File: config.mk
export PLATFORM = sky130hd
export DESIGN_NAME = inst_loader
export DESIGN_NICKNAME = d
export VERILOG_FILES = /design/src/rtl/inst_loader_pkg.sv /design/src/rtl/inst_loader_byte_packer.sv /design/src/rtl/inst_loader.sv
export SDC_FILE = /design/constraint.sdc
export NUM_CORES = 1
export LEC_CHECK = 0
export CAP_MARGIN = 15
export CORE_MARGIN = 5
export CORE_UTILIZATION = 55
export CTS_CLUSTER_SIZE = 8
export DETAILED_ROUTE_END_ITERATION = 8
export PLACE_DENSITY = 0.84
export SLEW_MARGIN = 30
export SYNTH_ARGS = -nofsm -noshare
export SYNTH_HDL_FRONTEND = slang
export SYNTH_SLANG_ARGS = --single-unit
File: constraint.sdc
create_clock -name clk -period 2.4 [get_ports clk]
set_input_delay 0.48 -clock clk [delete_from_list [all_inputs] [get_ports clk]]
set_output_delay 0.48 -clock clk [all_outputs]
set_load 0.1 [all_outputs]
File: src/rtl/inst_loader_pkg.sv
// -----------------------------------------------------------------------------
// inst_loader_pkg
// Shared constants and types for the instruction-RAM loader:
//   WORDS_MAX   - maximum words per load session (instruction RAM depth)
//   HOLD_CYCLES - cycles IWEN stays high after the last word is presented
//   ADDR_W      - instruction-RAM address width
//   state_e     - loader FSM state encoding
// -----------------------------------------------------------------------------
package inst_loader_pkg;

   localparam int unsigned WORDS_MAX   = 128;
   localparam int unsigned HOLD_CYCLES = 2;
   localparam int unsigned ADDR_W      = 7;

   typedef enum logic [1:0] {
      IDLE = 2'd0,
      LOAD = 2'd1,
      HOLD = 2'd2,
      FIN  = 2'd3
   } state_e;

endpackage : inst_loader_pkg

File: src/rtl/inst_loader_byte_packer.sv
// -----------------------------------------------------------------------------
// byte_packer
// Assembles a host byte stream into 32-bit big-endian words.
// Ports:
//   clk         - clock
//   rst         - synchronous active-high reset
//   clr_i       - synchronous clear at the start of a session
//   accept_i    - a byte is accepted on this edge
//   byte_i      - byte being accepted
//   word_o      - complete word (valid while word_done_o is high)
//   word_done_o - strobe: this edge accepts the 4th byte of a word
// -----------------------------------------------------------------------------
module byte_packer
   import inst_loader_pkg::*;
(
   input  logic        clk,
   input  logic        rst,
   input  logic        clr_i,
   input  logic        accept_i,
   input  logic [7:0]  byte_i,
   output logic [31:0] word_o,
   output logic        word_done_o
);

   logic [31:0] shadow_q, shadow_d;
   logic [1:0]  cnt_q,    cnt_d;
   logic [31:0] merged;

   // Shadow with the incoming byte dropped into its big-endian lane; on the
   // 4th byte this is the finished word, so it can be presented on the same
   // edge that accepts that byte.
   always_comb begin
      unique case (cnt_q)
         2'd0:    merged = {byte_i, shadow_q[23:0]};
         2'd1:    merged = {shadow_q[31:24], byte_i, shadow_q[15:0]};
         2'd2:    merged = {shadow_q[31:16], byte_i, shadow_q[7:0]};
         default: merged = {shadow_q[31:8], byte_i};
      endcase
   end

   assign word_o      = merged;
   assign word_done_o = accept_i && (cnt_q == 2'd3);

   // NOTE: every variable assigned in an always_comb gets a default first so
   // no path leaves it unassigned and no latch is inferred.
   always_comb begin
      shadow_d = shadow_q;
      cnt_d    = cnt_q;
      if (clr_i) begin
         shadow_d = '0;
         cnt_d    = '0;
      end else if (accept_i) begin
         cnt_d    = cnt_q + 2'd1;
         shadow_d = word_done_o ? '0 : merged;
      end
   end

   // NOTE: sequential state uses non-blocking assignments only, so every
   // flop samples pre-edge values regardless of statement order.
   always_ff @(posedge clk) begin
      if (rst) begin
         shadow_q <= '0;
         cnt_q    <= '0;
      end else begin
         shadow_q <= shadow_d;
         cnt_q    <= cnt_d;
      end
   end

endmodule : byte_packer

File: src/rtl/inst_loader.sv
// -----------------------------------------------------------------------------
// inst_loader
// Loads a host byte stream into the chip's instruction RAM, one 32-bit word
// per 4 bytes, then holds the load enable for HOLD_CYCLES before finishing.
// Ports:
//   clk, rst   - clock, synchronous active-high reset
//   start      - one-cycle pulse that begins a session (ignored while busy)
//   word_count - words to load, sampled on the start cycle
//   rx_data    - host byte; rx_valid qualifies it; rx_ready high only in LOAD
//   IWEN       - instruction-RAM load enable
//   I_Addr     - instruction-RAM word address
//   wInst      - instruction word
//   busy       - session in progress
//   done       - one-cycle completion pulse
//   err        - sticky illegal word_count flag
// -----------------------------------------------------------------------------
module inst_loader #(
   parameter int unsigned WORDS_MAX   = inst_loader_pkg::WORDS_MAX,
   parameter int unsigned HOLD_CYCLES = inst_loader_pkg::HOLD_CYCLES
) (
   input  logic                               clk,
   input  logic                               rst,
   input  logic                               start,
   input  logic [7:0]                         word_count,
   input  logic [7:0]                         rx_data,
   input  logic                               rx_valid,
   output logic                               rx_ready,
   output logic                               IWEN,
   output logic [inst_loader_pkg::ADDR_W-1:0] I_Addr,
   output logic [31:0]                        wInst,
   output logic                               busy,
   output logic                               done,
   output logic                               err
);

   import inst_loader_pkg::*;

   localparam logic [7:0] MAX_CNT   = 8'(WORDS_MAX);
   localparam logic [7:0] HOLD_LAST = 8'(HOLD_CYCLES - 1);

   state_e              state_q,    state_d;
   logic                iwen_q,     iwen_d;
   logic                busy_q,     busy_d;
   logic                done_q,     done_d;
   logic                err_q,      err_d;
   logic [ADDR_W-1:0]   iaddr_q,    iaddr_d;
   logic [31:0]         winst_q,    winst_d;
   logic [ADDR_W-1:0]   word_idx_q, word_idx_d;
   logic [ADDR_W-1:0]   last_idx_q, last_idx_d;
   logic [7:0]          hold_cnt_q, hold_cnt_d;

   logic                pk_clr;
   logic                pk_accept;
   logic [31:0]         pk_word;
   logic                pk_word_done;
   logic                count_ok;

   assign rx_ready  = (state_q == LOAD);
   assign pk_accept = rx_valid && rx_ready;
   assign count_ok  = (word_count != 8'd0) && (word_count <= MAX_CNT);

   byte_packer u_byte_packer (
      .clk         (clk),
      .rst         (rst),
      .clr_i       (pk_clr),
      .accept_i    (pk_accept),
      .byte_i      (rx_data),
      .word_o      (pk_word),
      .word_done_o (pk_word_done)
   );

   always_comb begin
      state_d    = state_q;
      iwen_d     = iwen_q;
      busy_d     = busy_q;
      done_d     = 1'b0;
      err_d      = err_q;
      iaddr_d    = iaddr_q;
      winst_d    = winst_q;
      word_idx_d = word_idx_q;
      last_idx_d = last_idx_q;
      hold_cnt_d = hold_cnt_q;
      pk_clr     = 1'b0;

      unique case (state_q)
         IDLE: begin
            if (start) begin
               if (count_ok) begin
                  state_d    = LOAD;
                  iwen_d     = 1'b1;
                  busy_d     = 1'b1;
                  err_d      = 1'b0;
                  word_idx_d = '0;
                  // count_ok bounds word_count to 1..WORDS_MAX, so the last
                  // index always fits the address width.
                  last_idx_d = ADDR_W'(word_count - 8'd1);
                  hold_cnt_d = '0;
                  pk_clr     = 1'b1;
               end else begin
                  done_d = 1'b1;
                  err_d  = 1'b1;
               end
            end
         end

         LOAD: begin
            if (pk_word_done) begin
               iaddr_d    = word_idx_q;
               winst_d    = pk_word;
               word_idx_d = word_idx_q + 1'b1;
               if (word_idx_q == last_idx_q) begin
                  state_d    = HOLD;
                  hold_cnt_d = '0;
               end
            end
         end

         HOLD: begin
            if (hold_cnt_q == HOLD_LAST) begin
               state_d = FIN;
               iwen_d  = 1'b0;
               busy_d  = 1'b0;
               done_d  = 1'b1;
            end else begin
               hold_cnt_d = hold_cnt_q + 8'd1;
            end
         end

         FIN: begin
            state_d = IDLE;
         end

         default: begin
            state_d = IDLE;
         end
      endcase
   end

   always_ff @(posedge clk) begin
      if (rst) begin
         state_q    <= IDLE;
         iwen_q     <= 1'b0;
         busy_q     <= 1'b0;
         done_q     <= 1'b0;
         err_q      <= 1'b0;
         iaddr_q    <= '0;
         winst_q    <= '0;
         word_idx_q <= '0;
         last_idx_q <= '0;
         hold_cnt_q <= '0;
      end else begin
         state_q    <= state_d;
         iwen_q     <= iwen_d;
         busy_q     <= busy_d;
         done_q     <= done_d;
         err_q      <= err_d;
         iaddr_q    <= iaddr_d;
         winst_q    <= winst_d;
         word_idx_q <= word_idx_d;
         last_idx_q <= last_idx_d;
         hold_cnt_q <= hold_cnt_d;
      end
   end

   assign IWEN   = iwen_q;
   assign I_Addr = iaddr_q;
   assign wInst  = winst_q;
   assign busy   = busy_q;
   assign done   = done_q;
   assign err    = err_q;

endmodule : inst_loader

==> summary.txt, run 1 <==
Run status
  • Run status: complete, no violations

Timing
  • Hold Vio Cnt, Final: 0
  • Final Cycle Share: a little over nine tenths
  • Max Slew Vio Count: 0
  • Hold WS: around 0.45 ns
  • Setup Skew: between 0.006 and 0.007 ns
  • Unrepaired setup endpoints after global routing: false
  • Max frequency: about 0.44 GHz
  • Min cycle time layout: about 2.3 ns
  • Max-slew headroom: slightly above 50%
  • Final Setup Violations: 0
  • Final TNS setup: 0 ns
  • Worst Max-Slew Pin Slew: 0.714 ns

Place
  • GPL Wtd Cong: 0.871
  • Post-DP HPWL: slightly above 8 mm
  • IO buf count: 63
  • Placed inst area: ~5300 sq um

Logic synthesis
  • Unique cell type count in the Yosys netlist: 57
  • Syn Inst Count: between 500 and 600
  • Dominant synthesized flop cell: dfxtp_1
  • Ys async rst share: 0%
  • Synthesized Nets: approximately 570
  • Syn_area_per_cell: 8.68 sq um
  • Register area share after synthesis: 43.3%
  • Number of synthesized flops with an enable pin: 0
  • Synth warn: 0
  • Post-Syn Area: around 4600 sq um
  • Synthesized flop and latch total: 100

Routing
  • Drt first pass iters: 5
  • Via density: between 5 and 6
  • Vias: approximately 4,100
  • Routed Antenna Nets: 0
  • DR DRC count: 0
  • Initial DRC count: between 200 and 300
  • Avg WL per Cell: 15.9 um
  • Total Wirelength: roughly 11 mm

Power
  • P_leak: between 2 and 2.5 nW
  • Total power: around 0.0039 W
  • Max IR drop VDD: approximately 0.45 mV
  • Cell area power density: about 700 nW/um^2

Floorplan
  • Io pins: between 60 and 70
  • Die footprint: between 10,000 and 15,000 sq um
  • Die height: ~100 um
  • Num rows: 33
  • Area of the core: 8220 sq um
  • Die W: 102 um
  • Initial core utilization: between 50% and 60%

CTS
  • CTS tree: done
  • CTS H-Tree Depth: 3
  • Clk_lat worst skew: roughly 0.37 ns
  • # clock sinks: 100
  • Num CTS Buffers: 9
  • Deepest clock path buffer count: 2
  • Post-CTS setup buffer count: 0
  • Clock root cell: clkbuf_8
  • Clock transition at path regs: 0.10 ns

GRT
  • First-pass GRT wire length: roughly 18 mm
  • M2 GR Usage: between 30% and 40%
  • Initial antenna violation count: 0
  • Met1 usage in global routing: 27.9%
  • Total Routing Usage GR: between 20% and 30%
  • GRT Residual Overflow: 0
  • Number of global-route vias before repair: a little under 4,000
  • Largest net degree at the start of global routing: 36
  • Global Route met3 Usage: under 10%
  • GRT busiest layer: met2

Run
  • # Max-Cap Violations: 0

Worst setup path
  • Setup crit start: word_count[0]
  • R2r startpoint: u_byte_packer.cnt_q[0]$_SDFFE_PP0P_
  • Nature of the critical path endpoint: flip-flop
  • Critical Path Start Type: input port
  • R2R Setup Slk: 0.38 ns
  • Setup CP Type: in2reg
  • Crit path cell chain: clkdlybuf4s50_1 > inv_1 > ha_1 > or3b_4 > nor3_4 > o31a_1 > buf_4 > nor3_2 > o211a_1
  • Max stage delay on crit path: between 0.4 and 0.5 ns
  • CP max stage cell: clkdlybuf4s50_1
  • Worst path required time: approximately 2.7 ns
  • CP arrival: 2.55 ns
  • Worst-path maximum fanout: 7

Layout
  • Ant. Diodes: 0
  • Finished layout cell area: 5520 sq um
  • Final layout net count: between 600 and 700
  • Layout Utilization: roughly 67%
  • Synthesis-to-layout area growth: 19.5%
  • Layout cells sized above 1: 18.8%

Hold path
  • Hold_sp: rst
  • Worst Hold Class: in2reg
[through the flow]
stage,setup slack (ns),cells
5_1_grt,0.0175,706
2_1_floorplan,0.255,532
6_report,0.120,706
3_3_place_gp,-0.207,690
4_1_cts,0.0997,706
3_5_place_dp,-0.298,690
[routing by layer]
metal	wire, um	vias up
met1	4840	1950
met4	177	0
met2	5540	144
met5	0	-
li1	-	2015
met3	671	16
[timing repair]
item	CTS	global route
setup endpoints to repair	0	5
gates resized for setup	0	2
hold buffers	0	0
endpoints found under the hold margin	0	0
[layout by cell type (no fill, tap or decap), types with 8 or more instances in the layout]
master / n
dfxtp_1: 100
nand2_1: 84
buf_4: 70
nor2_1: 54
a21oi_1: 38
a22o_1: 32
a22oi_1: 32
clkdlybuf4s50_1: 18
o21ai_0: 13
nor3_1: 12
ha_1: 12
inv_1: 11
nor2_4: 10
clkbuf_8: 9
nand3_1: 8
xnor2_1: 8
[cells by family (layout without fill, tap and decap cells)]
logic type,count (synthesis),count (layout),share of synthesized area (%)
simple gates,206,206,21.9
flops,100,100,43.3
mux,1,1,0.217
buf+inv,49,118,4.96
compound gates,150,150,23.6
xor+xnor,13,13,2.47
fa+ha+maj,13,13,3.52
[cell usage after synthesis, types with 2 or more instances]
cell type / count / area (sq um)
xnor2_1: 8 / 70.1
xor2_1: 5 / 43.8
a22oi_1: 32 / 240
nand3_1: 8 / 40.0
a21oi_1: 38 / 190
nor3_1: 12 / 60.1
nor2_1: 54 / 203
nor3b_1: 2 / 15.0
or3_1: 5 / 31.3
a211oi_1: 7 / 52.6
o21ai_0: 13 / 65.1
clkbuf_1: 28 / 105
o31ai_1: 5 / 37.5
dfxtp_1: 100 / 2000
buf_1: 3 / 11.3
o32ai_1: 3 / 26.3
nand2b_1: 5 / 31.3
nor3_2: 2 / 20.0
a41o_1: 2 / 20.0
nor2_4: 10 / 113
buf_6: 3 / 33.8
buf_2: 2 / 10.0
nor2b_1: 7 / 43.8
a2111oi_0: 4 / 35.0
and3_1: 3 / 18.8
or2_2: 2 / 12.5
nand4_1: 3 / 18.8
a22o_1: 32 / 280
ha_1: 13 / 163
nand2_1: 84 / 315
inv_1: 11 / 41.3
[worst max-delay path: cells and delay by family]
kind            cells  cell delay [ns]
fa+ha+maj           1             0.16
buf+inv             3             0.69
simple gates        3             0.68
compound gates      2             0.54
[power by group]
part,switching (W),internal [W],total [W]
clock,0.000637,0.000406,0.00104
combinational,0.000695,0.000390,0.00109
sequential,0.0000435,0.00172,0.00176
[sequential cells by signal (all words and copies together), names as in the netlist]
name                    cells
done                        1
u_byte_packer.shadow_q     32
I_Addr                      7
state_q                     2
wInst                      32
busy                        1
last_idx_q                  7
hold_cnt_q                  8
u_byte_packer.cnt_q         2
word_idx_q                  7
err                         1
[layout make-up]
cell class	count	area, sq um
well taps	105	131
fillers	677	2700
flip-flops and latches	100	2000
clock buffers	9	124
repair buffers	91	751
inverters	11	41.3
multi-input cells	383	2400
clock inverters	7	71.3
[path summary, 6_finish.rpt]
| path | to | cells past startpoint |
|---|---|---|
| worst max-delay path | state_q[0]$_SDFFE_PP0P_ | 9 |
| worst min-delay path | last_idx_q[0]$_SDFFE_PP0P_ | 2 |
| worst max register to register | u_byte_packer.shadow_q[12]$_SDFFE_PP0P_ | 5 |
| worst min register to register | wInst[27]$_SDFFE_PP0P_ | 2 |
Power figures use the tool's default switching activity.
==> run 2: changes to the inputs <==
CAP_MARGIN = 25   (was 15)
SLEW_MARGIN = 20   (was 30)
clock period = 2.2 ns   (was 2.4 ns; I/O delays follow)
==> summary.txt, run 2 (synthesized netlist as in run 1, its figures left out) <==
CTS
  • Clock transition at path regs: 0.10 ns (about the same)
  • CTS tree: done (unchanged)
  • Clk_lat worst skew: 0.37 ns (about the same)
  • Num CTS Buffers: 9 (unchanged)
  • Clock root cell: clkbuf_8 (unchanged)
  • CTS H-Tree Depth: 3 (unchanged)
  • Deepest clock path buffer count: 2 (unchanged)
  • # clock sinks: 100 (unchanged)
  • Hold Buf Count CTS: 0 (unchanged)

Worst setup path
  • CP max stage cell: clkdlybuf4s50_1 (unchanged)
  • Crit path cell chain: clkdlybuf4s50_1 > or3b_4 > nor3_4 > nor3_2 > or2_2 > buf_12 > nor2_1 (was clkdlybuf4s50_1 > inv_1 > ha_1 > or3b_4 > nor3_4 > o31a_1 > buf_4 > nor3_2 > o211a_1)
  • Worst-path maximum fanout: 34 (was 7)
  • Worst path required time: 2.50 ns (was 2.67 ns)
  • Max stage delay on crit path: 0.51 ns (was 0.43 ns)
  • Critical Path Start Type: input port (unchanged)
  • Nature of the critical path endpoint: flip-flop (unchanged)
  • Cell family with most CP delay: simple AND/OR/NAND/NOR gates (was buffers and inverters)
  • Buf+Inv Stages, Crit Path: 2 (was 3)
  • CP arrival: 2.41 ns (was 2.55 ns)
  • Setup CP Type: in2reg (unchanged)

GRT
  • GRT Residual Overflow: 0 (unchanged)
  • First-pass GRT wire length: 18.7 mm (was 18.0 mm)
  • Largest net degree at the start of global routing: 35 (was 36)
  • Initial antenna violation count: 0 (unchanged)
  • Number of global-route vias before repair: 3,990 (was 3,857)
  • Total Routing Usage GR: 22.3% (was 21.7%)

Power
  • Logic pwr share: 28.4% (was 27.9%)
  • Total power: 0.00436 W (was 0.00389 W)
  • Cell area power density: 775 nW/um^2 (was 704 nW/um^2)
  • Max IR drop VDD: 0.378 mV (was 0.448 mV)
  • Switching share of power: 34.0% (was 35.4%)
  • P_leak: 2.12 nW (was 2.05 nW)
  • P_int: 0.00288 W (was 0.00251 W)
  • Clock share of power: 27.6% (was 26.8%)
  • Reg power frac: 44.0% (was 45.3%)
  • Switching power: 0.00148 W (was 0.00137 W)

Place
  • Post-DP HPWL: 8.03 mm (was 8.07 mm)
  • GPL Wtd Cong: 0.886 (was 0.871)
  • IO buf count: 63 (unchanged)

Floorplan
  • Die height: 102 um (unchanged)
  • Die W: 102 um (unchanged)
  • Die footprint: 10,300 sq um (unchanged)
  • Num rows: 33 (unchanged)
  • Io pins: 64 (unchanged)
  • Initial core utilization: 56.2% (unchanged)
  • Area of the core: 8220 sq um (unchanged)

Timing
  • Max frequency: about 0.47 GHz
  • Max Slew Vio Count: 0 (unchanged)
  • Hold Vio Cnt, Final: 0 (unchanged)
  • Worst Max-Slew Pin Slew: 0.653 ns (was 0.714 ns)
  • Unrepaired setup endpoints after global routing: false (unchanged)
  • Max-slew headroom: 56.4% (was 51.6%)
  • Final Cycle Share: between 90% and 100%
  • Setup Skew: 0.0106 ns (was 0.00666 ns)
  • Final Setup Violations: 0 (unchanged)
  • Min cycle time layout: between 2 and 2.5 ns

Layout
  • Layout Utilization: 68.5% (was 67.2%)
  • Final layout net count: 636 (was 629)
  • Most common cell after layout, fill and taps aside: dfxtp_1 (unchanged)
  • Most frequent cells in the layout: dfxtp_1 (100), nand2_1 (84), buf_4 (75) (was dfxtp_1 (100), nand2_1 (84), buf_4 (70))
  • Layout cells sized above 1: 20.4% (was 18.8%)
  • Synthesis-to-layout area growth: 21.9% (was 19.5%)
  • Ant. Diodes: 0 (unchanged)

Run
  • # Max-Cap Violations: 0 (unchanged)

Routing
  • Initial DRC count: 214 (was 270)
  • Drt first pass iters: 5 (unchanged)
  • Routed Antenna Nets: 0 (unchanged)
  • Via density: 5.90 (was 5.84)
  • Avg WL per Cell: 15.8 um (was 15.9 um)
  • Vias: 4,209 (was 4,125)
  • Total Wirelength: 11.3 mm (was 11.2 mm)
  • DR DRC count: 0 (unchanged)

Run status
  • Run status: complete, no violations (unchanged)

Hold path
  • Worst Hold Class: in2reg (unchanged)
run 2: path summary, 6_finish.rpt:
| path | start | end | slack (ns) | cells after the start |
|---|---|---|---|---|
| worst min register to register | wInst[27]$_SDFFE_PP0P_ | wInst[27]$_SDFFE_PP0P_ | 0.46 | 2 |
| worst min-delay path | word_count[0] | last_idx_q[0]$_SDFFE_PP0P_ | 0.43 | 3 |
| worst max register to register | hold_cnt_q[0]$_SDFFE_PP0P_ | hold_cnt_q[0]$_SDFFE_PP0P_ | 0.20 | 7 |
| worst max-delay path | word_count[2] | u_byte_packer.shadow_q[17]$_SDFFE_PP0P_ | 0.09 | 7 |
run 2: metal layers:
metal / share of wire (%) / routed length [um] / GRT usage (%) / vias to the layer above
met5: 0 / 0 / 0 / -
met4: 1.7 / 187 / 6.24 / 0
met3: 5.3 / 598 / 4.55 / 12
met2: 48 / 5430 / 36.9 / 128
met1: 45 / 5060 / 29.5 / 2039
li1: - / - / - / 2030
run 2: timing repair:
| action | in CTS | in global routing |
|---|---|---|
| gates resized for setup | 2 | 11 |
| buffers inserted | 0 | 0 |
| endpoints found under the hold margin | 0 | 0 |
| setup endpoints to repair | 21 | 52 |
| pin swaps | 1 | 3 |
run 2: stage by stage:
step / instance area, sq um / setup slack (ns) / cells / hold WS [ns] / TNS (ns)
after floorplan: 4620 / 0.0546 / 532 / 0.451 / 0
after global placement: 5380 / -0.352 / 697 / 0.446 / -16.50
after detailed placement: 5380 / -0.482 / 697 / 0.450 / -22.31
after CTS: 5590 / 0.0134 / 713 / 0.430 / 0
after global routing: 5630 / 0.0303 / 713 / 0.428 / 0
final: 5630 / 0.0887 / 713 / 0.432 / 0
run 2: power by group through the flow:
stage | sequential [W] | combinational [W] | clock (W)
floorplan | 0.00202 | 0.000767 | 0
global placement | 0.00196 | 0.00116 | 0
detailed placement | 0.00196 | 0.00118 | 0
CTS | 0.00192 | 0.00119 | 0.00122
global route | 0.00193 | 0.00134 | 0.00130
finish | 0.00192 | 0.00124 | 0.00120
run 2: area by class of cell:
cell class,instances,area (sq um)
clock buffers,10,128
clock inverters,6,72.6
fillers,650,2590
inverters,11,41.3
multi-input cells,383,2430
flip-flops and latches,100,2000
well taps,105,131
repair buffers,98,825
run 2: worst reg2reg max path: cells and delay by family, from the launching register on:
family | cells | cell delay [ns]
buf+inv | 1 | 0.22
flops | 1 | 0.43
compound gates | 3 | 0.40
simple gates | 2 | 0.71
fa+ha+maj | 1 | 0.17
==> run 3: changes to the inputs <==
SLEW_MARGIN = unset   (was 20)
==> results of run 3 <==
No change in the layout: final DEF, timing and power equal those of run 2.
